--- config.mk ---
export PLATFORM = sky130hd
export DESIGN_NAME = gpio_uart_tx_flat
export DESIGN_NICKNAME = d
export VERILOG_FILES = /design/src/rtl/gpio_uart_tx_if.sv /design/src/rtl/gpio_uart_tx.sv /design/src/flat_wrapper.sv
export SDC_FILE = /design/constraint.sdc
export NUM_CORES = 1
export LEC_CHECK = 0
export BUFFER_PORTS_ARGS = -buffer_cell sky130_fd_sc_hd__buf_4
export CELL_PAD_IN_SITES_DETAIL_PLACEMENT = 2
export CELL_PAD_IN_SITES_GLOBAL_PLACEMENT = 2
export CORE_MARGIN = 10
export CORE_UTILIZATION = 35
export DETAILED_ROUTE_END_ITERATION = 7
export PLACE_DENSITY_LB_ADDON = 0.1
export REMOVE_ABC_BUFFERS = 1
export SLEW_MARGIN = 20
export SYNTH_ARGS = -nofsm -noshare
export SYNTH_HDL_FRONTEND = slang
export SYNTH_SLANG_ARGS = --single-unit
--- constraint.sdc ---
create_clock -name clk -period 6.1 [get_ports clk]
set_clock_uncertainty 0.2 [all_clocks]
set_input_delay 0 -clock clk [delete_from_list [all_inputs] [get_ports clk]]
set_output_delay 0 -clock clk [all_outputs]
set_load 0.03 [all_outputs]
--- src/rtl/gpio_uart_tx_if.sv ---
// GPIO store path between the memory controller and the UART transmit responder.
// The master drives the store byte and strobe; the slave returns FIFO/line status.
interface gpio_uart_tx_if #(
  parameter int DEPTH = 4
);
  localparam int CW = $clog2(DEPTH) + 1;

  logic [7:0]    gpio_data;
  logic          gpio_en;
  logic          busy;
  logic          full;
  logic          empty;
  logic          overflow;
  logic [CW-1:0] count;

  modport master (
    output gpio_data, gpio_en,
    input  busy, full, empty, overflow, count
  );

  modport slave (
    input  gpio_data, gpio_en,
    output busy, full, empty, overflow, count
  );
endinterface

--- src/rtl/gpio_uart_tx.sv ---
// Buffers GPIO store bytes in a small FIFO and serialises each one as an 8N1 UART frame.
// Status flags let software poll for room before storing.
module gpio_uart_tx #(
  parameter int CLKS_PER_BIT = 434,
  parameter int DEPTH        = 4
) (
  input  logic         clk,
  input  logic         rst,
  gpio_uart_tx_if.slave bus,
  output logic         tx
);
  // state | meaning
  // IDLE  | line high, waiting for a buffered byte
  // START | start bit (low) for one bit period
  // DATA  | eight data bits, LSB first
  // STOP  | stop bit (high) for one bit period

  localparam int PW = $clog2(DEPTH);
  localparam int CW = PW + 1;
  localparam int BW = (CLKS_PER_BIT > 1) ? $clog2(CLKS_PER_BIT) : 1;
  localparam logic [BW-1:0] BAUD_LAST = BW'(CLKS_PER_BIT - 1);
  localparam logic [CW-1:0] DEPTH_C   = CW'(DEPTH);

  typedef enum logic [1:0] {IDLE, START, DATA, STOP} state_t;

  state_t        state;
  logic [7:0]    mem [DEPTH];
  logic [PW-1:0] wr_ptr;
  logic [PW-1:0] rd_ptr;
  logic [CW-1:0] cnt;
  logic [BW-1:0] baud_cnt;
  logic [2:0]    bit_idx;
  logic [7:0]    shift;
  logic          ovf;
  logic          pop;
  logic          push;
  logic          bit_end;

  // A pop on the same edge frees a slot, so a store into a full FIFO is still accepted.
  always_comb begin
    pop     = (state == IDLE) && (cnt != '0);
    push    = bus.gpio_en && ((cnt != DEPTH_C) || pop);
    bit_end = (baud_cnt == BAUD_LAST);
  end

  always_ff @(posedge clk) begin
    if (push) begin
      mem[wr_ptr] <= bus.gpio_data;
    end
  end

  always_ff @(posedge clk or negedge rst) begin
    if (!rst) begin
      wr_ptr <= '0;
      rd_ptr <= '0;
      cnt    <= '0;
      ovf    <= 1'b0;
    end else begin
      if (push) begin
        wr_ptr <= wr_ptr + PW'(1);
      end
      if (pop) begin
        rd_ptr <= rd_ptr + PW'(1);
      end
      if (bus.gpio_en && !push) begin
        ovf <= 1'b1;
      end
      case ({push, pop})
        2'b10:   cnt <= cnt + CW'(1);
        2'b01:   cnt <= cnt - CW'(1);
        default: cnt <= cnt;
      endcase
    end
  end

  // tx is loaded with the level of the bit about to start, so the line is purely registered.
  always_ff @(posedge clk or negedge rst) begin
    if (!rst) begin
      state    <= IDLE;
      baud_cnt <= '0;
      bit_idx  <= '0;
      shift    <= '0;
      tx       <= 1'b1;
    end else begin
      case (state)
        IDLE: begin
          tx <= 1'b1;
          if (pop) begin
            shift    <= mem[rd_ptr];
            baud_cnt <= '0;
            tx       <= 1'b0;
            state    <= START;
          end
        end
        START: begin
          if (bit_end) begin
            baud_cnt <= '0;
            bit_idx  <= '0;
            tx       <= shift[0];
            state    <= DATA;
          end else begin
            baud_cnt <= baud_cnt + BW'(1);
          end
        end
        DATA: begin
          if (bit_end) begin
            baud_cnt <= '0;
            shift    <= {1'b0, shift[7:1]};
            if (bit_idx == 3'd7) begin
              tx    <= 1'b1;
              state <= STOP;
            end else begin
              bit_idx <= bit_idx + 3'd1;
              tx      <= shift[1];
            end
          end else begin
            baud_cnt <= baud_cnt + BW'(1);
          end
        end
        STOP: begin
          if (bit_end) begin
            baud_cnt <= '0;
            tx       <= 1'b1;
            state    <= IDLE;
          end else begin
            baud_cnt <= baud_cnt + BW'(1);
          end
        end
        default: begin
          tx    <= 1'b1;
          state <= IDLE;
        end
      endcase
    end
  end

  assign bus.busy     = (state != IDLE);
  assign bus.full     = (cnt == DEPTH_C);
  assign bus.empty    = (cnt == '0);
  assign bus.overflow = ovf;
  assign bus.count    = cnt;
endmodule

--- src/flat_wrapper.sv ---
// flat-port wrapper written by rule: the top's interface ports become plain ports
module gpio_uart_tx_flat 
#(
  parameter int CLKS_PER_BIT = 434,
  parameter int DEPTH        = 4
)
  (clk, rst, tx, bus_gpio_data, bus_gpio_en, bus_busy, bus_full, bus_empty, bus_overflow, bus_count);
  gpio_uart_tx_if #(.DEPTH(DEPTH)) bus_i ();
  input  logic clk;
  input  logic rst;
  output logic tx;
  input wire logic [$bits(bus_i.gpio_data)-1:0] bus_gpio_data;
  input wire logic [$bits(bus_i.gpio_en)-1:0] bus_gpio_en;
  output wire logic [$bits(bus_i.busy)-1:0] bus_busy;
  output wire logic [$bits(bus_i.full)-1:0] bus_full;
  output wire logic [$bits(bus_i.empty)-1:0] bus_empty;
  output wire logic [$bits(bus_i.overflow)-1:0] bus_overflow;
  output wire logic [$bits(bus_i.count)-1:0] bus_count;
  assign bus_i.gpio_data = bus_gpio_data;
  assign bus_i.gpio_en = bus_gpio_en;
  assign bus_busy = bus_i.busy;
  assign bus_full = bus_i.full;
  assign bus_empty = bus_i.empty;
  assign bus_overflow = bus_i.overflow;
  assign bus_count = bus_i.count;
  gpio_uart_tx #(.CLKS_PER_BIT(CLKS_PER_BIT), .DEPTH(DEPTH)) u_core (.clk(clk), .rst(rst), .bus(bus_i), .tx(tx));
endmodule
Word-level counts from Yosys, hierarchy flattened
Memory sizes are Yosys's and may differ from the RTL's.
Index checks and enable logic that the tools add are counted.
Widths: inputs -> output; s select.

word-level totals
  register bits after elaboration = 31
  latch bits = 0
  RAM bits = 32
  memory bits (read-only) = 0
  bits of input ports = 11
  output and inout port bits = 8
  memories kept = 1

cells by class
  add/sub/neg operators = 6
  $mul = 0
  div/mod/pow operators = 0
  order comparisons = 0
  eq/ne operators = 15
  shift-type cells = 0
  muxes and demuxes = 25
  bitwise gates (word level) = 0
  reductions and logical operators = 17

memory list
  name        depth  width  rd ports  clocked after memory_dff  wr ports  RTL line            text
  u_core.mem  4      8      1         0                         1         gpio_uart_tx.sv:27  logic [7:0] mem [DEPTH];

operator list
  operator             count
  $mux 9               2
  $pmux 9 s2           1
  $mux 8               2
  $pmux 8 s2           1
  $pmux 3 s2           2
  $mux 2               5
  $ne 2x1->1 const B   5
  $add 9x1->9 const B  1
  $eq 9x9->1 const B   1
  $mux 3               3
  $pmux 2 s4           1
  $reduce_bool 2->1    4
  $mux 1               7
  $add 3x1->3 const B  2
  $eq 2x2->1 const B   3
  $eq 3x3->1 const B   2
  $reduce_and 3->1     2
  $reduce_and 5->1     1
  $add 2x1->2 const B  2
  $eq 2x1->1 const B   2
  $pmux 1 s4           1
  $reduce_and 4->1     1
  $logic_and 1x1->1    3
  $logic_not 3->1      1
  other kinds (8)      8

Longest topological paths before layout
  depth in word-level cells = 6
  depth in mapped cells = 12
  gate-level depth less buffers = 12

Least setup slack after synthesis
OpenSTA, ideal clock, no wires.

  kind = flip-flop to flip-flop
  start point = register u_core.cnt[2], in the netlist u_core.bus.count[2]
  end point = register u_core.cnt[2], in the netlist u_core.bus.count[2]
  setup time = 0.081 ns
  arrival time = 2.761 ns
  data required time = 5.819 ns
  setup slack = 3.058 ns
  stages on the path, launching flop included = 11
  path buffers = 0
  cells stage by stage = dfrtp_1 nor3b_1 and2_1 nor2b_1 inv_1 ha_1 inv_1 fa_1 xor2_1 nor2_1 xor2_1

on the way
  cells in the longest elaborated chain, start to end = 6

RTL lines
  what                                                    RTL line            text
  start, declared                                         gpio_uart_tx.sv:30  logic [CW-1:0] cnt;
  start signal, assigned                                  gpio_uart_tx.sv:69  2'b10: cnt <= cnt + CW'(1);
  start signal, assigned                                  gpio_uart_tx.sv:70  2'b01: cnt <= cnt - CW'(1);
  start signal, assigned                                  gpio_uart_tx.sv:71  default: cnt <= cnt;
  $reduce_bool 3->1                                       gpio_uart_tx.sv:41  pop = (state == IDLE) && (cnt != '0);
  $logic_and 1x1->1                                       gpio_uart_tx.sv:41
  $logic_or 1x1->1                                        gpio_uart_tx.sv:42  push = bus.gpio_en && ((cnt != DEPTH_C) || pop);
  $logic_and 1x1->1                                       gpio_uart_tx.sv:42
  $eq 2x1->1 / $eq 2x2->1 (equally long branches)         gpio_uart_tx.sv:68  case ({push, pop})
  $pmux 3 s2 / $reduce_bool 2->1 (equally long branches)  n/a

Several ways; a longest one is shown, not always the timed one.
A chain may end at the register's enable or synchronous reset.

Final worst setup path
  start point = register u_core.state[0]
  end point = register u_core.cnt[1], in the netlist u_core.bus.count[1]

on the way
  cells in the longest elaborated chain, start to end = 6

RTL lines
  what                                                    RTL line             text
  start, declared                                         gpio_uart_tx.sv:26   state_t state;
  start signal, assigned                                  gpio_uart_tx.sv:79   state <= IDLE;
  start signal, assigned                                  gpio_uart_tx.sv:92   state <= START;
  start signal, assigned                                  gpio_uart_tx.sv:100  state <= DATA;
  $logic_not 2->1 (*)                                     gpio_uart_tx.sv:41
  $logic_and 1x1->1 (*)                                   gpio_uart_tx.sv:41
  $logic_or 1x1->1                                        gpio_uart_tx.sv:42
  $logic_and 1x1->1                                       gpio_uart_tx.sv:42
  $eq 2x1->1 / $eq 2x2->1 (equally long branches)         gpio_uart_tx.sv:68
  $pmux 3 s2 / $reduce_bool 2->1 (equally long branches)  n/a

Every way passes the cells marked *; elsewhere a longest branch is shown, timed or not.

==> results.ini <==
[global_route]
grt_pass1_vias=2170
globalRouteOverflowTotal=0
antenna_found_initial=0
grt_max_degree=31
grt_pass1_wl_um=11800
track_usage_pct=11.7

[timing]
tightest_slew_ns=0.993
period_share_pct=45.0
drv_slew=0
fin_setup_tns_ns=0
setup_viol=0
max_slew_margin_pct=33.8
layout_setup_ws_ns=3.35
hold_viol_final=0
clock.fmax_mhz=364
fin_crit_ns=2.75
grt_setup_unrepaired=false

[setup_path]
crit_path_top_delay_cell=dfrtp_1
critPathKind=flip-flop to flip-flop
crit_chain=inv_1, ha_1, inv_1, and2_1, nor2b_1, inv_1, ha_1, inv_1, fa_1, o21ai_0
critPathMaxStageDelay_ns=0.41
endpoint_kind=flip-flop
rrSetupSlack_ns=3.35
r2r_cells=10
r2r-end=u_core.bus.count[1]
critPathMaxFanout=7
worstPathRequired_ns=6.14
critPathLaunchType=flip-flop
r2r-start=u_core.state[0]
crit_arrival_ns=2.79
cpMostUsedCell=inv_1

[yosys]
synth_common_cells=edfxtp_1 (32), dfrtp_1 (30), inv_1 (17)
netlist.area_leader.share_pct=31.9
syn-instance-count=228
synthMostInstantiatedCell=edfxtp_1
yosys_warnings=0
syn_area_mm2=0.00301
ys_seq_area_share_pct=57.8
yosys_most_used_dff=edfxtp_1
synth_top_cell_by_area=edfxtp_1
ys_top_cells_by_area=edfxtp_1 (32%), dfrtp_1 (25%), ha_1 (5.8%), mux2_4 (3.5%), mux2i_1 (2.7%)
synth_area_per_cell_um2=13.2
synth_edf_count=32
async_flop_share_pct=49.2
synth_cell_type_count=47
ys_ff_latch=63

[floorplanning]
initial_core_util_pct=36.3
pin_count=19
coreArea_mm2=0.00830
dieHeight_um=113
die_area_mm2=0.0127
die_x_um=113
row_count=33

[clock_tree]
cts_root_buffer=clkbuf_8
clockBufferDepth=2
worstSkewPairLatency_ns=0.33
clock_sinks=63
cts.clk_slew.worst_paths_ns=0.07
post_cts_resized=0
cts_buffers=9
cts_tree=yes
cts_max_level=3

[power_and_ir_drop]
p_leak_nw=1.49
pwr_density_cell_mw_per_mm2=516
peakVddDrop_uv=224

[cells_and_area]
nNetsFinal=290
drive_gt1_share_pct=19.3
finalNonFillerCells=374
antenna_cells=0
final_cell_area_mm2=0.00361
fillers=813
syn2layout_area_growth_pct=20.0

[drt]
antenna_left=0
wl_met3_um=213
drc=0
wl_per_cell_um=19.0
wl_met2_um=3370
drt_wl_total_um=7100
drt-pass1-iter-count=4
via_per_inst=5.10
vias=1908
m1WireLength_um=3470
dr.first_iter.drc_count=41
top_layer=met4

[job]
maxCapViolCount=0

[place]
io_buffers=18
pre_cts_ws_ns=3.31
place_hpwl_um=4710
gp_congestion=0.684
dpl_cell_area_mm2=0.00324
dp_cells=346

[min_path]
hold_path_class=input pin to flip-flop
hold_depth=2
hold-path-endpoint=u_core.mem[2][6]
hp-start=bus_gpio_data[6]

[run_status]
status=finished clean

[logic make-up (layout without fill, tap and decap cells)]
kind of cell | count (synthesis) | in the layout | share of synthesized area [%]
xor+xnor | 12 | 12 | 3.49
fa+ha+maj | 15 | 15 | 6.49
compound gates | 36 | 36 | 9.27
mux | 18 | 18 | 7.65
buf+inv | 22 | 63 | 3.41
flops | 63 | 63 | 57.8
simple gates | 62 | 62 | 11.9
[where the power goes]
group	total [mW]	leakage, nW	internal [mW]	switching (mW)
combinational	0.715	0.695	0.325	0.390
clock	0.444	0.122	0.281	0.163
sequential	0.703	0.673	0.580	0.123
total	1.86	1.49	1.19	0.675
[worst max-delay path, delay by kind of cell, from the launching register on]
family,cells,cell delay (ns)
compound gates,1,0.17
fa+ha+maj,3,0.93
buf+inv,4,0.40
flops,1,0.41
simple gates,2,0.54
[per-stage QoR]
stage	util (%)	hold WS (ns)	total power, mW
after global routing	43.5	0.216	2.00
final	43.5	0.211	1.86
after floorplan	-	-0.496	1.20
after global placement	39.0	-0.213	1.41
after detailed placement	39.0	-0.212	1.43
after CTS	43.5	0.201	1.90
[what timing repair did]
item | CTS | global route
setup buffers | 0 | 0
setup endpoints to repair | 0 | 0
hold buffers | 12 | 0
hold endpoints to repair | 65 | 0
[state kept, by name, indices dropped and copies added (netlist names)]
name,cells
u_core.mem,32
u_core.baud_cnt,9
u_core.shift,8
u_core.bit_idx,3
u_core.bus.count,3
u_core.rd_ptr,2
u_core.state,2
u_core.wr_ptr,2
u_core.bus.overflow,1
u_core.tx,1
[how the worst max path moves through the flow]
| stage | from | endpoint | cells after the start |
|---|---|---|---|
| 6_report | u_core.state[0] | u_core.bus.count[1] | 10 |
| 5_1_grt | u_core.state[0] | u_core.bus.count[2] | 12 |
| 4_1_cts | u_core.state[0] | u_core.bus.count[1] | 10 |
| 3_5_place_dp | u_core.state[0] | u_core.bus.count[1] | 10 |
| 3_3_place_gp | u_core.state[0] | u_core.bus.count[2] | 12 |
| 2_1_floorplan | u_core.bus.count[2] | u_core.bus.count[2] | 10 |
[area by class of cell]
| cell class | count | area, um2 | area share (%) |
|---|---|---|---|
| repair buffers | 30 | 265 | 7.34 |
| clock buffers | 10 | 138 | 3.81 |
| multi-input cells | 143 | 1170 | 32.4 |
| inverters | 17 | 63.8 | 1.77 |
| well taps | 105 | 131 | 3.64 |
| clock inverters | 6 | 108 | 2.98 |
| flip-flops and latches | 63 | 1740 | 48.1 |
[routing by layer]
layer	track usage, %	up-vias
li1	-	902
met1	15.6	974
met2	18.2	28
met3	3.33	4
met4	3.30	0
met5	0	-
[cells in the final DEF (no fill, tap or decap), types with 3 or more instances in the layout]
master,synthesis,layout
a211oi_1,8,8
a221oi_1,7,7
a22o_1,3,3
and2_1,5,5
buf_4,0,18
bufinv_16,0,3
clkbuf_8,1,10
dfrtp_1,30,30
dlygate4sd3_1,0,11
edfxtp_1,32,32
ha_1,14,14
inv_1,17,17
mux2_4,7,7
mux2i_1,8,8
nand2_1,11,11
nand2b_1,4,4
nand4_1,4,4
nor2_1,11,11
nor2b_1,9,9
nor3_1,3,3
o21ai_0,7,7
xnor2_1,4,4
xor2_1,8,8
No activity file was read; power rests on OpenSTA's default activity.
